## config.mk

```make
export PLATFORM = sky130hd
export DESIGN_NAME = multicycle_ctrl_flat
export DESIGN_NICKNAME = d
export VERILOG_FILES = /design/src/rtl/multicycle_ctrl_if.sv /design/src/rtl/multicycle_ctrl.sv /design/src/flat_wrapper.sv
export SDC_FILE = /design/constraint.sdc
export NUM_CORES = 1
export LEC_CHECK = 0
export ABC_AREA = 1
export ABC_CLOCK_PERIOD_IN_PS = 2900
export BUFFER_PORTS_ARGS = -buffer_cell sky130_fd_sc_hd__clkbuf_2
export CAP_MARGIN = 40
export CORE_MARGIN = 5
export CORE_UTILIZATION = 59
export CTS_CLUSTER_DIAMETER = 30
export DETAILED_ROUTE_END_ITERATION = 10
export HOLD_SLACK_MARGIN = 0.06
export PLACE_DENSITY = 0.89
export SLEW_MARGIN = 0
export SYNTH_ARGS = -nofsm -noshare
export SYNTH_HDL_FRONTEND = slang
export SYNTH_SLANG_ARGS = --single-unit
```

## constraint.sdc

```tcl
create_clock -name clk -period 2.9 [get_ports clk]
set_input_delay 0.145 -clock clk [delete_from_list [all_inputs] [get_ports clk]]
set_output_delay 0.145 -clock clk [all_outputs]
set_load 0.05 [all_outputs]
```

## src/rtl/multicycle_ctrl_if.sv

```systemverilog
// multicycle_ctrl_if: instruction fields, status flags and control outputs between controller and datapath
interface multicycle_ctrl_if #(parameter int CNT_W = 32);
  logic [6:0] op;
  logic [2:0] funct3;
  logic funct7b5, Zero, MemReady;
  logic MemReq, MemWrite, AdrSrc, IRWrite, PCWrite, RegWrite, IllegalInstr;
  logic [1:0] ResultSrc, ALUSrcA, ALUSrcB, ImmSrc;
  logic [2:0] ALUControl;
  logic [CNT_W-1:0] RetireCnt;
  modport master (
    input op, funct3, funct7b5, Zero, MemReady,
    output MemReq, MemWrite, AdrSrc, IRWrite, PCWrite, RegWrite, IllegalInstr,
    output ResultSrc, ALUSrcA, ALUSrcB, ImmSrc, ALUControl, RetireCnt
  );
  modport slave (
    output op, funct3, funct7b5, Zero, MemReady,
    input MemReq, MemWrite, AdrSrc, IRWrite, PCWrite, RegWrite, IllegalInstr,
    input ResultSrc, ALUSrcA, ALUSrcB, ImmSrc, ALUControl, RetireCnt
  );
endinterface

```

## src/rtl/multicycle_ctrl.sv

```systemverilog
// multicycle_ctrl: control FSM for the shared-memory multicycle RV32I datapath
module multicycle_ctrl #(
  parameter bit STALL_EN = 1'b1,
  parameter bit TRAP_HALT = 1'b1,
  parameter int CNT_W = 32
) (
  input logic clk,
  input logic reset,
  multicycle_ctrl_if.master bus
);
  typedef enum logic [3:0] {
    FETCH, DECODE, MEMADR, MEMREAD, MEMWB, MEMWRITE,
    EXECR, EXECI, ALUWB, JAL, BEQ, TRAP
  } state_e;
  state_e state_q, state_d;
  logic [CNT_W-1:0] cnt_q;
  logic rdy, mem_req, mem_write, adr_src, ir_write, pc_update, branch, reg_write, illegal, retire;
  logic [1:0] result_src, alu_src_a, alu_src_b, alu_op;
  logic [2:0] f3_ctl;
  assign rdy = STALL_EN ? bus.MemReady : 1'b1;
  always_comb begin
    state_d = state_q;
    mem_req = 1'b0;
    mem_write = 1'b0;
    adr_src = 1'b0;
    ir_write = 1'b0;
    pc_update = 1'b0;
    branch = 1'b0;
    reg_write = 1'b0;
    illegal = 1'b0;
    result_src = 2'b00;
    alu_src_a = 2'b00;
    alu_src_b = 2'b00;
    alu_op = 2'b00;
    case (state_q)
      FETCH: begin
        mem_req = 1'b1;
        alu_src_b = 2'b10;
        result_src = 2'b10;
        ir_write = rdy;
        pc_update = rdy;
        state_d = rdy ? DECODE : FETCH;
      end
      DECODE: begin
        alu_src_a = 2'b01;
        alu_src_b = 2'b01;
        case (bus.op)
          7'b0000011, 7'b0100011: state_d = MEMADR;
          7'b0110011: state_d = EXECR;
          7'b0010011: state_d = EXECI;
          7'b1100011: state_d = BEQ;
          7'b1101111: state_d = JAL;
          default: state_d = TRAP;
        endcase
      end
      MEMADR: begin
        alu_src_a = 2'b10;
        alu_src_b = 2'b01;
        state_d = bus.op[5] ? MEMWRITE : MEMREAD;
      end
      MEMREAD: begin
        mem_req = 1'b1;
        adr_src = 1'b1;
        state_d = rdy ? MEMWB : MEMREAD;
      end
      MEMWB: begin
        result_src = 2'b01;
        reg_write = 1'b1;
        state_d = FETCH;
      end
      MEMWRITE: begin
        mem_req = 1'b1;
        mem_write = 1'b1;
        adr_src = 1'b1;
        state_d = rdy ? FETCH : MEMWRITE;
      end
      EXECR: begin
        alu_src_a = 2'b10;
        alu_op = 2'b10;
        state_d = ALUWB;
      end
      EXECI: begin
        alu_src_a = 2'b10;
        alu_src_b = 2'b01;
        alu_op = 2'b10;
        state_d = ALUWB;
      end
      ALUWB: begin
        reg_write = 1'b1;
        state_d = FETCH;
      end
      JAL: begin
        alu_src_a = 2'b01;
        alu_src_b = 2'b10;
        pc_update = 1'b1;
        state_d = ALUWB;
      end
      BEQ: begin
        alu_src_a = 2'b10;
        alu_op = 2'b01;
        branch = 1'b1;
        state_d = FETCH;
      end
      TRAP: begin
        illegal = 1'b1;
        state_d = TRAP_HALT ? TRAP : FETCH;
      end
      default: state_d = FETCH;
    endcase
  end
  assign retire = (state_d == FETCH) &&
                  (state_q == MEMWB || state_q == MEMWRITE || state_q == ALUWB || state_q == BEQ);
  always_ff @(posedge clk or posedge reset) begin
    if (reset) begin
      state_q <= FETCH;
      cnt_q <= '0;
    end else begin
      state_q <= state_d;
      if (retire) cnt_q <= cnt_q + CNT_W'(1);
    end
  end
  // sub only for R-type (op[5]=1); I-type with bit30 set still adds
  assign f3_ctl = bus.funct3 == 3'b000 ? ((bus.funct7b5 & bus.op[5]) ? 3'b001 : 3'b000) :
                  bus.funct3 == 3'b010 ? 3'b101 :
                  bus.funct3 == 3'b110 ? 3'b011 :
                  bus.funct3 == 3'b111 ? 3'b010 :
                  bus.funct3 == 3'b101 ? 3'b111 : 3'b000;
  assign bus.ALUControl = alu_op == 2'b00 ? 3'b000 : alu_op == 2'b01 ? 3'b001 :
                          alu_op == 2'b10 ? f3_ctl : 3'b000;
  assign bus.ImmSrc = bus.op == 7'b0100011 ? 2'b01 : bus.op == 7'b1100011 ? 2'b10 :
                      bus.op == 7'b1101111 ? 2'b11 : 2'b00;
  assign bus.MemReq = mem_req & ~reset;
  assign bus.MemWrite = mem_write & ~reset;
  assign bus.IRWrite = ir_write & ~reset;
  assign bus.PCWrite = (pc_update | (branch & bus.Zero)) & ~reset;
  assign bus.RegWrite = reg_write & ~reset;
  assign bus.IllegalInstr = illegal & ~reset;
  assign bus.AdrSrc = adr_src;
  assign bus.ResultSrc = result_src;
  assign bus.ALUSrcA = alu_src_a;
  assign bus.ALUSrcB = alu_src_b;
  assign bus.RetireCnt = cnt_q;
endmodule
```

## src/flat_wrapper.sv

```systemverilog
// flat-port wrapper written by rule: the top's interface ports become plain ports
module multicycle_ctrl_flat 
#(
  parameter bit STALL_EN = 1'b1,
  parameter bit TRAP_HALT = 1'b1,
  parameter int CNT_W = 32
)
  (clk, reset, bus_op, bus_funct3, bus_funct7b5, bus_Zero, bus_MemReady, bus_MemReq, bus_MemWrite, bus_AdrSrc, bus_IRWrite, bus_PCWrite, bus_RegWrite, bus_IllegalInstr, bus_ResultSrc, bus_ALUSrcA, bus_ALUSrcB, bus_ImmSrc, bus_ALUControl, bus_RetireCnt);
  multicycle_ctrl_if #(.CNT_W(CNT_W)) bus_i ();
  input logic clk;
  input logic reset;
  input wire logic [$bits(bus_i.op)-1:0] bus_op;
  input wire logic [$bits(bus_i.funct3)-1:0] bus_funct3;
  input wire logic [$bits(bus_i.funct7b5)-1:0] bus_funct7b5;
  input wire logic [$bits(bus_i.Zero)-1:0] bus_Zero;
  input wire logic [$bits(bus_i.MemReady)-1:0] bus_MemReady;
  output wire logic [$bits(bus_i.MemReq)-1:0] bus_MemReq;
  output wire logic [$bits(bus_i.MemWrite)-1:0] bus_MemWrite;
  output wire logic [$bits(bus_i.AdrSrc)-1:0] bus_AdrSrc;
  output wire logic [$bits(bus_i.IRWrite)-1:0] bus_IRWrite;
  output wire logic [$bits(bus_i.PCWrite)-1:0] bus_PCWrite;
  output wire logic [$bits(bus_i.RegWrite)-1:0] bus_RegWrite;
  output wire logic [$bits(bus_i.IllegalInstr)-1:0] bus_IllegalInstr;
  output wire logic [$bits(bus_i.ResultSrc)-1:0] bus_ResultSrc;
  output wire logic [$bits(bus_i.ALUSrcA)-1:0] bus_ALUSrcA;
  output wire logic [$bits(bus_i.ALUSrcB)-1:0] bus_ALUSrcB;
  output wire logic [$bits(bus_i.ImmSrc)-1:0] bus_ImmSrc;
  output wire logic [$bits(bus_i.ALUControl)-1:0] bus_ALUControl;
  output wire logic [$bits(bus_i.RetireCnt)-1:0] bus_RetireCnt;
  assign bus_i.op = bus_op;
  assign bus_i.funct3 = bus_funct3;
  assign bus_i.funct7b5 = bus_funct7b5;
  assign bus_i.Zero = bus_Zero;
  assign bus_i.MemReady = bus_MemReady;
  assign bus_MemReq = bus_i.MemReq;
  assign bus_MemWrite = bus_i.MemWrite;
  assign bus_AdrSrc = bus_i.AdrSrc;
  assign bus_IRWrite = bus_i.IRWrite;
  assign bus_PCWrite = bus_i.PCWrite;
  assign bus_RegWrite = bus_i.RegWrite;
  assign bus_IllegalInstr = bus_i.IllegalInstr;
  assign bus_ResultSrc = bus_i.ResultSrc;
  assign bus_ALUSrcA = bus_i.ALUSrcA;
  assign bus_ALUSrcB = bus_i.ALUSrcB;
  assign bus_ImmSrc = bus_i.ImmSrc;
  assign bus_ALUControl = bus_i.ALUControl;
  assign bus_RetireCnt = bus_i.RetireCnt;
  multicycle_ctrl #(.STALL_EN(STALL_EN), .TRAP_HALT(TRAP_HALT), .CNT_W(CNT_W)) u_core (.clk(clk), .reset(reset), .bus(bus_i));
endmodule
```

## After elaboration in Yosys (flattened, before gate mapping)

Index checks and enable logic that the tools add are counted.

| storage, ports and cells | value |
|---|---|
| output and inout bits | 50 |
| word-level logic and storage cells | 84 |
| bits of input ports | 15 |
| bits in registers | 36 |

| cells by class | value |
|---|---|
| bitwise logic cells | 10 |
| multiplexer cells | 30 |
| reductions and logical operators | 18 |
| add/subtract/negate cells | 1 |
| eq/ne operators | 23 |

Operators with widths:

| cell | number |
|---|---|
| $mux 3 | 11 |
| $add 32x1->32 const B | 1 |
| $pmux 4 s7 | 1 |
| $pmux 4 s5 | 1 |
| $eq 4x3->1 const B | 4 |
| $eq 4x4->1 const B | 4 |
| $pmux 2 s2 | 4 |
| $eq 7x6->1 const B | 2 |
| $eq 7x7->1 const B | 2 |
| $reduce_or 2->1 | 6 |
| $eq 3x3->1 const B | 3 |
| $mux 1 | 9 |
| $reduce_or 3->1 | 3 |
| $and 1x1->1 | 8 |
| $eq 4x2->1 const B | 2 |
| $logic_not 4->1 | 2 |
| $eq 7x2->1 const B | 1 |
| $eq 7x5->1 const B | 1 |
| $mux 2 | 3 |
| $eq 4x1->1 const B | 1 |
| $reduce_or 4->1 | 1 |
| $eq 3x2->1 const B | 1 |
| $logic_not 3->1 | 1 |
| $logic_or 1x1->1 | 3 |
| other kinds (7) | 7 |

## Logic depth before layout (Yosys ltp)

Gate-level depths: netlist of the first run.

| depth | value |
|---|---|
| word-level depth | 9 |
| depth in mapped cells | 10 |
| depth with buffers taken out | 10 |

## Worst setup path after synthesis of the first run

OpenSTA, ideal clock, no wires.

| path | value |
|---|---|
| kind | reg-to-output |
| from | register u_core.state_q[2] |
| to | output port bus_ALUControl[0] |
| buffers on the path | 0 |
| required time | 2.755 ns |
| cell stages (with the launch flop) | 5 |
| arrival time | 1.997 ns |
| setup slack | 0.758 ns |
| cell sequence | dfrtp_1 inv_2 nor2_4 nand2_1 o31ai_1 |

| on the way | value |
|---|---|
| longest elaborated chain between the ends | 7 |
| elaborated cells between the ends (all ways) | 11 |
| classes of those cells | 5 x eq/ne; 4 x mux; 2 x reduce/logical |

RTL lines:

| what | line | text |
|---|---|---|
| start, declared | multicycle_ctrl.sv:15 | `state_e state_q, state_d;` |
| start signal, assigned | multicycle_ctrl.sv:118 | `state_q <= state_d;` |
| $eq 4x3->1 | multicycle_ctrl.sv:35 | `case (state_q)` |
| $reduce_or 2->1 (no source line) | n/a |  |
| $pmux 2 s2 (*) | multicycle_ctrl.sv:35 |  |
| $eq 2x2->1 | multicycle_ctrl.sv:129 | `alu_op == 2'b10 ? f3_ctl : 3'b000;` |
| $mux 3 | multicycle_ctrl.sv:129 |  |
| $mux 3 | multicycle_ctrl.sv:128 | `assign bus.ALUControl = alu_op == 2'b00 ? 3'b000 : alu_op == 2'b01 ? 3'b001 :` |
| $mux 3 (*) | multicycle_ctrl.sv:128 |  |
| end, declared | flat_wrapper.sv:28 | `output wire logic [$bits(bus_i.ALUControl)-1:0] bus_ALUControl;` |

Every way passes the cells marked *; elsewhere a longest branch is shown, timed or not.

## Worst setup path after layout of the first run

| path | value |
|---|---|
| from | register u_core.state_q[2] |
| to | output port bus_PCWrite |

| on the way | value |
|---|---|
| longest elaborated chain between the ends | 5 |
| elaborated cells between the ends (all ways) | 8 |
| classes of those cells | 2 x eq/ne; 2 x mux; 3 x bitwise; 1 x reduce/logical |

RTL lines:

| what | line | text |
|---|---|---|
| $eq 4x4->1 | multicycle_ctrl.sv:35 |  |
| $mux 1 | multicycle_ctrl.sv:35 |  |
| $and 1x1->1 | multicycle_ctrl.sv:135 | `assign bus.PCWrite = (pc_update \| (branch & bus.Zero)) & ~reset;` |
| $or 1x1->1 (*) | multicycle_ctrl.sv:135 |  |
| $and 1x1->1 (*) | multicycle_ctrl.sv:135 |  |
| end, declared | flat_wrapper.sv:21 | `output wire logic [$bits(bus_i.PCWrite)-1:0] bus_PCWrite;` |

Marks and branches as above.

==> reports/results.tsv, run 1 <==
metric	value	unit
swShare	52.51	%
portBuffers	64	
place_inst	555	
seq_power_share	29.1	%
first_pass_iters	5	
drtIter0Drc	197	
synth_cells	444	
max_freq	499.2	MHz
hold_violations	0	
drt_wl_total	7.324	mm
min_path_type	in -> reg	
path_clk_slew	0.07	ns
critical_path_class	reg -> out	
clk_latency	0.30	ns
dieArea	0.006151	sq mm
required	2.76	ns
grt_max_degree	37	
grt.overflow.total	0	
finalClockSkew	0.01286	ns
ys_seq_elements	36	
cts_root_buf	clkbuf_8	
cts.repair.resized	0	
synth_top_area_share	32.61	%
synth_top_area_cell	dfrtp_1	
syn2layout_area_growth	16.89	%
synth_area	0.002763	sq mm
intPower	1068	uW
grt_pass1_vias	2781	
die_h	78.43	microns
status	complete, no violations	
rows	24	
finalSetupTns	0	ns
layout.nets	527	
vias_per_cell	5.303	
grt_usage	25.05	%
syn_nets	460	
endpoint_kind	output pin	
vdd_drop_max	0.0008670	V
syn_avg_cell_area	6.222	sq um
period_needed	2.003	ns
power.density	696.4	mW/mm^2
max_slew_margin	69.38	%
p_comb_share	51.4	%
fp.coreArea	0.004444	sq mm
drv_cap	0	
avgRoutedWirePerCell	12.99	microns
cts_tree	done	
power_frac_clock	19.5	%
vias	2991	
synthDistinctLibCells	29	
worst_pin_slew	0.4593	ns
initial_core_util	62.16	%
ys_top_cells_by_area	dfrtp_1 (33%), nand2_1 (28%), nor2_1 (8.6%)	
hpwl	5.683	mm
ant_nets	0	
cts_sinks	36	
htree_levels	2	
power.switching	1181	uW
grt_pass1_wl	12.62	mm
yosysSeqAreaShare	32.61	%
arrival	1.86	ns
cts_inserted_buffers	5	
report.final.slew_viol_count	0	
antenna_found_initial	0	
routabilityCongestion	0.9575	
stdcell_count	564	
p_leak	0.001701	uW
die_w	78.43	microns
clk_path_buf_depth	2	
period_share	69.07	%
ioPinCount	65	
path_max_fanout	6	
finalSetupViolCount	0	
route.detailed.drc	0	
synth_warnings	0	
cp-start-kind	flip-flop	
drive_gt1_share	18.95	%
n_antenna_cell	0	
rsz0062_at_grt	no	
critical path: stages, from the launching register on:
cell	delay (ns)
dfrtp_1	0.48
nor2_4	0.22
nand2_1	0.15
nor2_1	0.18
inv_1	0.08
a31oi_1	0.16
clkbuf_2	0.30
logic make-up (layout without fill, tap and decap cells):
logic type / after synthesis / after routing / share of synthesized area (%)
flip-flops: 36 / 36 / 32.61
AND/OR/NAND/NOR: 332 / 332 / 51.90
XOR/XNOR: 12 / 12 / 3.804
AO/OA/AOI/OAI: 19 / 19 / 4.483
adder cells (fa/ha/maj): 1 / 1 / 0.4528
buffers and inverters: 44 / 112 / 6.748
cell usage in the layout, fill, tap and decap left out, drive strengths merged, types with 2 or more instances in the layout:
master  count
a21oi       2
a31oi       2
clkbuf     70
clkinv      2
dfrtp      36
inv        37
nand2     212
nand3      25
nand3b     14
nand4       4
nor2       74
nor3        3
o211ai      3
o21ai       7
o31ai       2
xnor2       7
xor2        5
Yosys cell counts (all sizes together):
master and instances:
nand2 212, nor2 74, inv 37, dfrtp 36
nand3 25, nand3b 14, o21ai 7, xnor2 7
buf 6, xor2 5, nand4 4, nor3 3
o211ai 3, a21oi 2, a31oi 2, o31ai 2
a211oi 1, a22oi 1, clkinv 1, ha 1
o221ai 1
timing repair:
| item | CTS | global route |
|---|---|---|
| hold buffers | 1 | 0 |
| setup buffers | 0 | 0 |
| hold endpoints to repair | 36 | 0 |
registers in the layout (all words and copies together) (netlist names):
| signal | count |
|---|---|
| u_core.bus.RetireCnt | 32 |
| u_core.state_q | 4 |
routing by layer:
layer / track usage [%] / wire (microns) / up-vias
met5: 0 / 0 / -
met4: 6.119 / 66 / 0
met3: 4.348 / 533 / 6
met2: 40.41 / 3351 / 103
met1: 35.08 / 3372 / 1358
li1: - / - / 1524
worst paths after layout:
check / start / to / slack, ns / depth (start not counted)
min in group asynchronous: reset / u_core.bus.RetireCnt[27]$_DFFE_PP0P_ / 0.56 / 4
setup reg to reg: u_core.bus.RetireCnt[0]$_DFFE_PP0P_ / u_core.bus.RetireCnt[26]$_DFFE_PP0P_ / 0.95 / 10
hold reg to reg: u_core.bus.RetireCnt[31]$_DFFE_PP0P_ / u_core.bus.RetireCnt[31]$_DFFE_PP0P_ / 0.55 / 2
hold / removal: bus_op[5] / u_core.state_q[1]$_DFF_PP0_ / 0.22 / 2
setup / recovery: u_core.state_q[2]$_DFF_PP0_ / bus_PCWrite / 0.90 / 6
max in group asynchronous: reset / u_core.bus.RetireCnt[16]$_DFFE_PP0P_ / 2.00 / 4
layout make-up:
class                   instances  area, sq um
flip-flops and latches         36        900.9
well taps                      52        65.06
clock inverters                 2        35.03
inverters                      38        142.6
fillers                       395         1215
multi-input cells             364         1675
repair buffers                 66        337.8
clock buffers                   6        72.57
power groups by stage:
| stage | registers (uW) | logic [uW] | clock network, uW |
|---|---|---|---|
| after floorplan | 733 | 875 | 0 |
| after global placement | 659 | 1150 | 0 |
| after detailed placement | 661 | 1160 | 0 |
| after CTS | 652 | 1160 | 445 |
| after global routing | 663 | 1250 | 475 |
| final | 654 | 1160 | 439 |
through the flow:
step / area (sq um) / hold WS (ns) / setup slack [ns] / power, uW / util [%]
after global placement: 3112 / 0.3375 / 1.059 / 1809 / 70.02
after CTS: 3229 / 0.2125 / 0.8902 / 2255 / 72.66
after floorplan: 2763 / 0.2694 / 0.7582 / 1608 / -
final: 3229 / 0.2245 / 0.8970 / 2249 / 72.66
after global routing: 3229 / 0.2211 / 0.7539 / 2387 / 72.66
after detailed placement: 3112 / 0.3440 / 1.015 / 1816 / 70.02
No activity file was read; power rests on OpenSTA's default activity.
==> inputs of run 2 (changes only) <==
ABC_CLOCK_PERIOD_IN_PS = 1900   (was 2900)
CORE_UTILIZATION = 54   (was 59)
PLACE_DENSITY = 0.82   (was 0.89)
clock period = 1.9 ns   (was 2.9 ns; I/O delays follow)
==> run 2 against run 1 <==
  * Clock power grew 53%
  * Sequential cell count unchanged
  * Hold slack got worse by 0.12 ns
  * Non-clock buffer count rose by 2
  * Clock-buffer cell count shrank 1
  * Design area up 2.9%
  * Sequential power up 53%
  * Clock skew down 0.0074 ns
  * Combinational power increased by 62%
  * Routed wire length fell by 1.7%
  * Critical path type unchanged
  * Highest routed layer unchanged
==> reports/results.tsv, run 2 (synthesized netlist as in run 1, its figures left out) <==
metric	value	unit	change
initial_core_util	54.79	%	was 62.16%
power.density	1071	mW/mm^2	was 696.4 mW/mm^2
met2_usage	41.86	%	was 40.41%
report.final.slew_viol_count	0		unchanged
swShare	51.57	%	was 52.51%
die_w	81.53	microns	was 78.43 microns
htree_levels	2		unchanged
grt_usage	24.32	%	was 25.05%
power_frac_clock	18.9	%	was 19.5%
endpoint_kind	output pin		unchanged
cp-startpoint	u_core.state_q[2]$_DFF_PP0_		unchanged
fp.coreArea	0.005042	sq mm	was 0.004444 sq mm
die_h	81.53	microns	was 78.43 microns
power.switching	1836	uW	was 1181 uW
largest_reg_flops	32		unchanged
routabilityCongestion	0.9890		was 0.9575
final_common_cell	nand2_1		unchanged
hpwl	5.519	mm	was 5.683 mm
critical_path_class	reg -> out		unchanged
arrival	1.73	ns	was 1.86 ns
cts_root_buf	clkbuf_8		unchanged
syn2layout_area_growth	20.34	%	was 16.89%
max_slew_margin	69.80	%	was 69.38%
ant_nets	0		unchanged
drive_gt1_share	21.01	%	was 18.95%
grt_pass1_wl	12.81	mm	was 12.62 mm
finalSetupTns	0	ns	unchanged
period_needed	1.829	ns	
grt_max_degree	37		unchanged
stdcell_count	584		was 564
worstHoldStart	bus_op[5]		unchanged
rsz0062_at_grt	yes		was no
intPower	1725	uW	was 1068 uW
top_usage_layer	met2		unchanged
reg2reg_from	u_core.state_q[2]$_DFF_PP0_		was u_core.bus.RetireCnt[0]$_DFFE_PP0P_
first_pass_iters	6		was 5
ioPinCount	65		unchanged
worst_pin_slew	0.4530	ns	was 0.4593 ns
cts_sinks	36		unchanged
drv_cap	0		unchanged
required	1.80	ns	was 2.76 ns
drtIter0Drc	289		was 197
met3_usage	4.715	%	was 4.348%
place_inst	574		was 555
p_leak	0.001716	uW	was 0.001701 uW
vias_per_cell	5.127		was 5.303
n_antenna_cell	0		unchanged
min_path_type	in -> reg		unchanged
rows	26		was 24
clk_latency	0.30	ns	about the same
vdd_drop_max	0.001162	V	was 0.0008670 V
drt_wl_total	7.197	mm	was 7.324 mm
period_share	96.24	%	
cp-start-kind	flip-flop		unchanged
dieArea	0.006646	sq mm	was 0.006151 sq mm
avgRoutedWirePerCell	12.32	microns	was 12.99 microns
max_freq	546.9	MHz	
route.detailed.drc	0		unchanged
antenna_found_initial	0		unchanged
cts_inserted_buffers	5		unchanged
p_comb_share	52.9	%	was 51.4%
finalSetupViolCount	0		unchanged
finalClockSkew	0.005503	ns	was 0.01286 ns
path_clk_slew	0.07	ns	about the same
vias	2994		was 2991
clk_path_buf_depth	2		unchanged
gr-usage-met1	31.12	%	was 35.08%
grt_pass1_vias	2871		was 2781
path_max_fanout	5		was 6
grt.overflow.total	0		unchanged
portBuffers	64		unchanged
hold_violations	0		unchanged
status	complete, no violations		unchanged
seq_power_share	28.2	%	was 29.1%
most-common-layout-cells	nand2_1 (209), nor2_1 (62), clkbuf_2 (61)		was nand2_1 (209), clkbuf_2 (64), nor2_1 (63)
cts_tree	done		unchanged
layout.nets	529		was 527
## run 2: changes by cell type in the layout (fill, tap and decap cells not counted), moves of 3 or more
cell / previous run / this run
dfrtp_1: 36 / 32
clkbuf_2: 64 / 61
dfrtp_2: 0 / 4
buf_4: 1 / 4
## run 2: timing repair
item                                   in CTS  in global routing
pin swaps                                   0                  2
setup buffers                               0                  1
gates cloned                                0                  0
setup endpoints to repair                   2                 38
endpoints found under the hold margin      36                  0
resized for setup                           2                 10
hold buffers                                1                  0
## run 2: worst max-delay path: stages (launching register included)
cell and delay (ns):
dfrtp_2 0.48, nor2_4 0.19, nand2_1 0.14, nor2_2 0.15, inv_1 0.07, a31oi_1 0.18, buf_4 0.23
## run 2: worst paths after layout
kind                                                        end  slack, ns  depth (start not counted)
max                                                 bus_PCWrite       0.07                          6
min                                 u_core.state_q[1]$_DFF_PP0_       0.10                          2
max reg2reg                u_core.bus.RetireCnt[22]$_DFFE_PP0P_       0.16                         10
min reg2reg                u_core.bus.RetireCnt[31]$_DFFE_PP0P_       0.53                          2
max in group asynchronous   u_core.bus.RetireCnt[0]$_DFFE_PP0P_       1.04                          4
min in group asynchronous  u_core.bus.RetireCnt[30]$_DFFE_PP0P_       0.52                          4
## run 2: layout make-up
cell class / instances / area, sq um
Fill cell: 445 / 1718
Multi-Input combinational cell: 364 / 1707
Sequential cell: 36 / 905.9
Timing Repair Buffer: 68 / 370.4
Inverter: 38 / 142.6
Tap cell: 70 / 87.58
Clock buffer: 5 / 68.82
Clock inverter: 3 / 42.54
## run 2: routing by layer
layer	vias to the layer above	share of wire, %	routed length (microns)
met2	120	47	3370
met5	-	0	0
li1	1531	-	-
met3	14	8.1	583
met1	1329	44	3144
met4	0	1.4	99
## run 2: metrics by stage
| step | cell area, sq um | hold slack [ns] | setup slack (ns) | util, % | power [uW] |
|---|---|---|---|---|---|
| after global routing | 3324 | 0.1098 | -0.04952 | 65.93 | 3807 |
| after global placement | 3153 | 0.2851 | 0.2091 | 62.53 | 2756 |
| after CTS | 3279 | 0.1069 | 0.03027 | 65.04 | 3475 |
| final | 3324 | 0.1014 | 0.07138 | 65.93 | 3561 |
| after floorplan | 2774 | 0.2194 | 0.001613 | - | 2461 |
| after detailed placement | 3153 | 0.2852 | 0.1596 | 62.53 | 2785 |
## run 2: power groups by stage
| stage | Sequential (uW) | Clock, uW | Combinational, uW |
|---|---|---|---|
| after floorplan | 1120 | 0 | 1340 |
| after global placement | 1000 | 0 | 1760 |
| after detailed placement | 1010 | 0 | 1780 |
| after CTS | 992 | 687 | 1800 |
| after global routing | 1020 | 722 | 2060 |
| final | 1000 | 673 | 1880 |
==> inputs of run 3 (changes only) <==
BUFFER_PORTS_ARGS = -buffer_cell sky130_fd_sc_hd__buf_2   (was -buffer_cell sky130_fd_sc_hd__clkbuf_2)
==> run 3 against run 2 <==
  * Sequential cell count unchanged
  * Setup slack improved by 0.023 ns
  * First-iteration DRC count shrank 9.0%
  * Via count down 0.80%
  * Clock skew about the same
  * Final cell count rose by 0.51%
  * Critical path depth unchanged
  * Design area is 0.30% higher
  * Utilization increased by 0.20 points
  * Maximum frequency up 1.3%
  * Global-route usage is 1.4 points lower
  * Critical path type unchanged
  * Critical endpoint unchanged
  * Largest power group unchanged
==> reports/results.tsv, run 3 (synthesized netlist as in run 1, its figures left out) <==
metric	value	unit	change
n_antenna_cell	0		unchanged
avgRoutedWirePerCell	12.30	microns	was 12.32 microns
r2r_end	u_core.bus.RetireCnt[30]$_DFFE_PP0P_		was u_core.bus.RetireCnt[22]$_DFFE_PP0P_
worst_pin_slew	0.4497	ns	was 0.4530 ns
power_frac_clock	18.7	%	was 18.9%
r2r_slack	0.19	ns	was 0.16 ns
ant_nets	0		unchanged
drtIter0Drc	263		was 289
drt_wl_total	7.220	mm	was 7.197 mm
htree_levels	2		unchanged
finalPower	3576	uW	was 3561 uW
clk_path_buf_depth	2		unchanged
hpwl	5.501	mm	was 5.519 mm
place_inst	574		unchanged
fp.coreArea	0.005042	sq mm	unchanged
p_comb_share	53.1	%	was 52.9%
route.detailed.drc	0		unchanged
worstHoldStart	bus_op[5]		unchanged
cts_inserted_buffers	5		unchanged
die_w	81.53	microns	unchanged
antenna_found_initial	0		unchanged
most-common-layout-cells	nand2_1 (207), nor2_1 (62), buf_2 (62)		was nand2_1 (209), nor2_1 (62), clkbuf_2 (61)
seq_power_share	28.2	%	about the same
initial_core_util	54.79	%	unchanged
vdd_drop_max	0.001449	V	was 0.001162 V
syn2layout_area_growth	20.70	%	was 20.34%
period_share	95.02	%	was 96.24%
vias_per_cell	5.060		was 5.127
cp-start-kind	flip-flop		unchanged
path_max_fanout	6		was 5
utilization	66.13	%	was 65.93%
max_freq	553.9	MHz	was 546.9 MHz
status	complete, no violations		unchanged
die_h	81.53	microns	unchanged
cts_sinks	36		unchanged
finalSetupViolCount	0		unchanged
grt_max_degree	37		unchanged
arrival	1.71	ns	was 1.73 ns
clk_latency	0.30	ns	about the same
dieArea	0.006646	sq mm	unchanged
drive_gt1_share	21.66	%	was 21.01%
holdWs	0.1054	ns	was 0.1014 ns
final_common_cell	nand2_1		unchanged
portBuffers	64		unchanged
min_to	u_core.state_q[1]$_DFF_PP0_		unchanged
min_path_type	in -> reg		unchanged
power.density	1072	mW/mm^2	was 1071 mW/mm^2
grt.overflow.total	0		unchanged
power.switching	1850	uW	was 1836 uW
routabilityCongestion	0.9961		was 0.9890
first_pass_iters	4		was 6
rows	26		unchanged
max_slew_margin	70.02	%	was 69.80%
grt_pass1_vias	2757		was 2871
swShare	51.73	%	was 51.57%
cts_tree	done		unchanged
intPower	1726	uW	was 1725 uW
finalClockSkew	0.005520	ns	was 0.005503 ns
critical_path_class	reg -> out		unchanged
cts_root_buf	clkbuf_8		unchanged
fin_ws	0.09455	ns	was 0.07138 ns
report.final.slew_viol_count	0		unchanged
p_leak	0.001759	uW	was 0.001716 uW
grt_pass1_wl	12.15	mm	was 12.81 mm
hold_violations	0		unchanged
dp_worst_setup_slack	0.1589	ns	was 0.1596 ns
path_clk_slew	0.07	ns	about the same
ff2ff_path_depth	10		unchanged
vias	2970		was 2994
grt_usage	22.87	%	was 24.32%
holdPathStages	2		unchanged
period_needed	1.805	ns	was 1.829 ns
required	1.80	ns	about the same
endpoint_kind	output pin		unchanged
layout.nets	532		was 529
ioPinCount	65		unchanged
stdcell_count	587		was 584
largest_reg_flops	32		unchanged
drv_cap	0		unchanged
reg2reg_from	u_core.bus.RetireCnt[0]$_DFFE_PP0P_		was u_core.state_q[2]$_DFF_PP0_
run 3: worst max path at each step:
stage	depth (start not counted)	from	end
CTS	6	u_core.state_q[3]$_DFF_PP0_	bus_PCWrite
global placement	8	u_core.state_q[2]$_DFF_PP0_	u_core.bus.RetireCnt[21]$_DFFE_PP0P_
finish	6	u_core.state_q[2]$_DFF_PP0_	bus_PCWrite
global route	6	u_core.state_q[2]$_DFF_PP0_	bus_PCWrite
detailed placement	8	u_core.state_q[0]$_DFF_PP0_	u_core.bus.RetireCnt[17]$_DFFE_PP0P_
floorplan	5	u_core.state_q[3]$_DFF_PP0_	bus_PCWrite
run 3: metal layers:
| metal | track usage, % | vias up | wire [microns] |
|---|---|---|---|
| met2 | 38.60 | 97 | 3361 |
| li1 | - | 1534 | - |
| met5 | 0 | - | 0 |
| met4 | 6.926 | 0 | 125 |
| met3 | 3.618 | 12 | 442 |
| met1 | 30.00 | 1327 | 3290 |
run 3: timing repair:
action                                 4_1_cts  5_1_grt
pin swaps                                    0        2
setup endpoints to repair                    2       35
hold buffers                                 1        0
endpoints found under the hold margin       36        0
gates resized for setup                      2        8
setup buffers                                0        4
run 3: cell type report:
type / count / area (sq um)
Clock buffer: 5 / 68.82
Clock inverter: 3 / 42.54
Fill cell: 463 / 1708
Inverter: 38 / 142.6
Multi-Input combinational cell: 364 / 1707
Sequential cell: 36 / 905.9
Tap cell: 70 / 87.58
Timing Repair Buffer: 71 / 380.4
run 3: metrics by stage:
stage | area [sq um] | TNS (ns)
floorplan | 2774 | 0
global placement | 3153 | 0
detailed placement | 3153 | 0
CTS | 3278 | 0
global route | 3334 | -0.003260
finish | 3334 | 0
run 3: power groups by stage:
stage | sequential [uW] | clock, uW | combinational (uW)
after floorplan | 1120 | 0 | 1340
after CTS | 994 | 689 | 1800
final | 1010 | 670 | 1900
after detailed placement | 1010 | 0 | 1780
after global placement | 998 | 0 | 1750
after global routing | 1020 | 716 | 2040
run 3: worst max-delay path, stage by stage (launching register included):
cell and delay [ns]:
dfrtp_2 0.48, nor2_4 0.23, nand2_2 0.12, nor2_2 0.13, inv_1 0.07, a31oi_1 0.16, buf_4 0.22
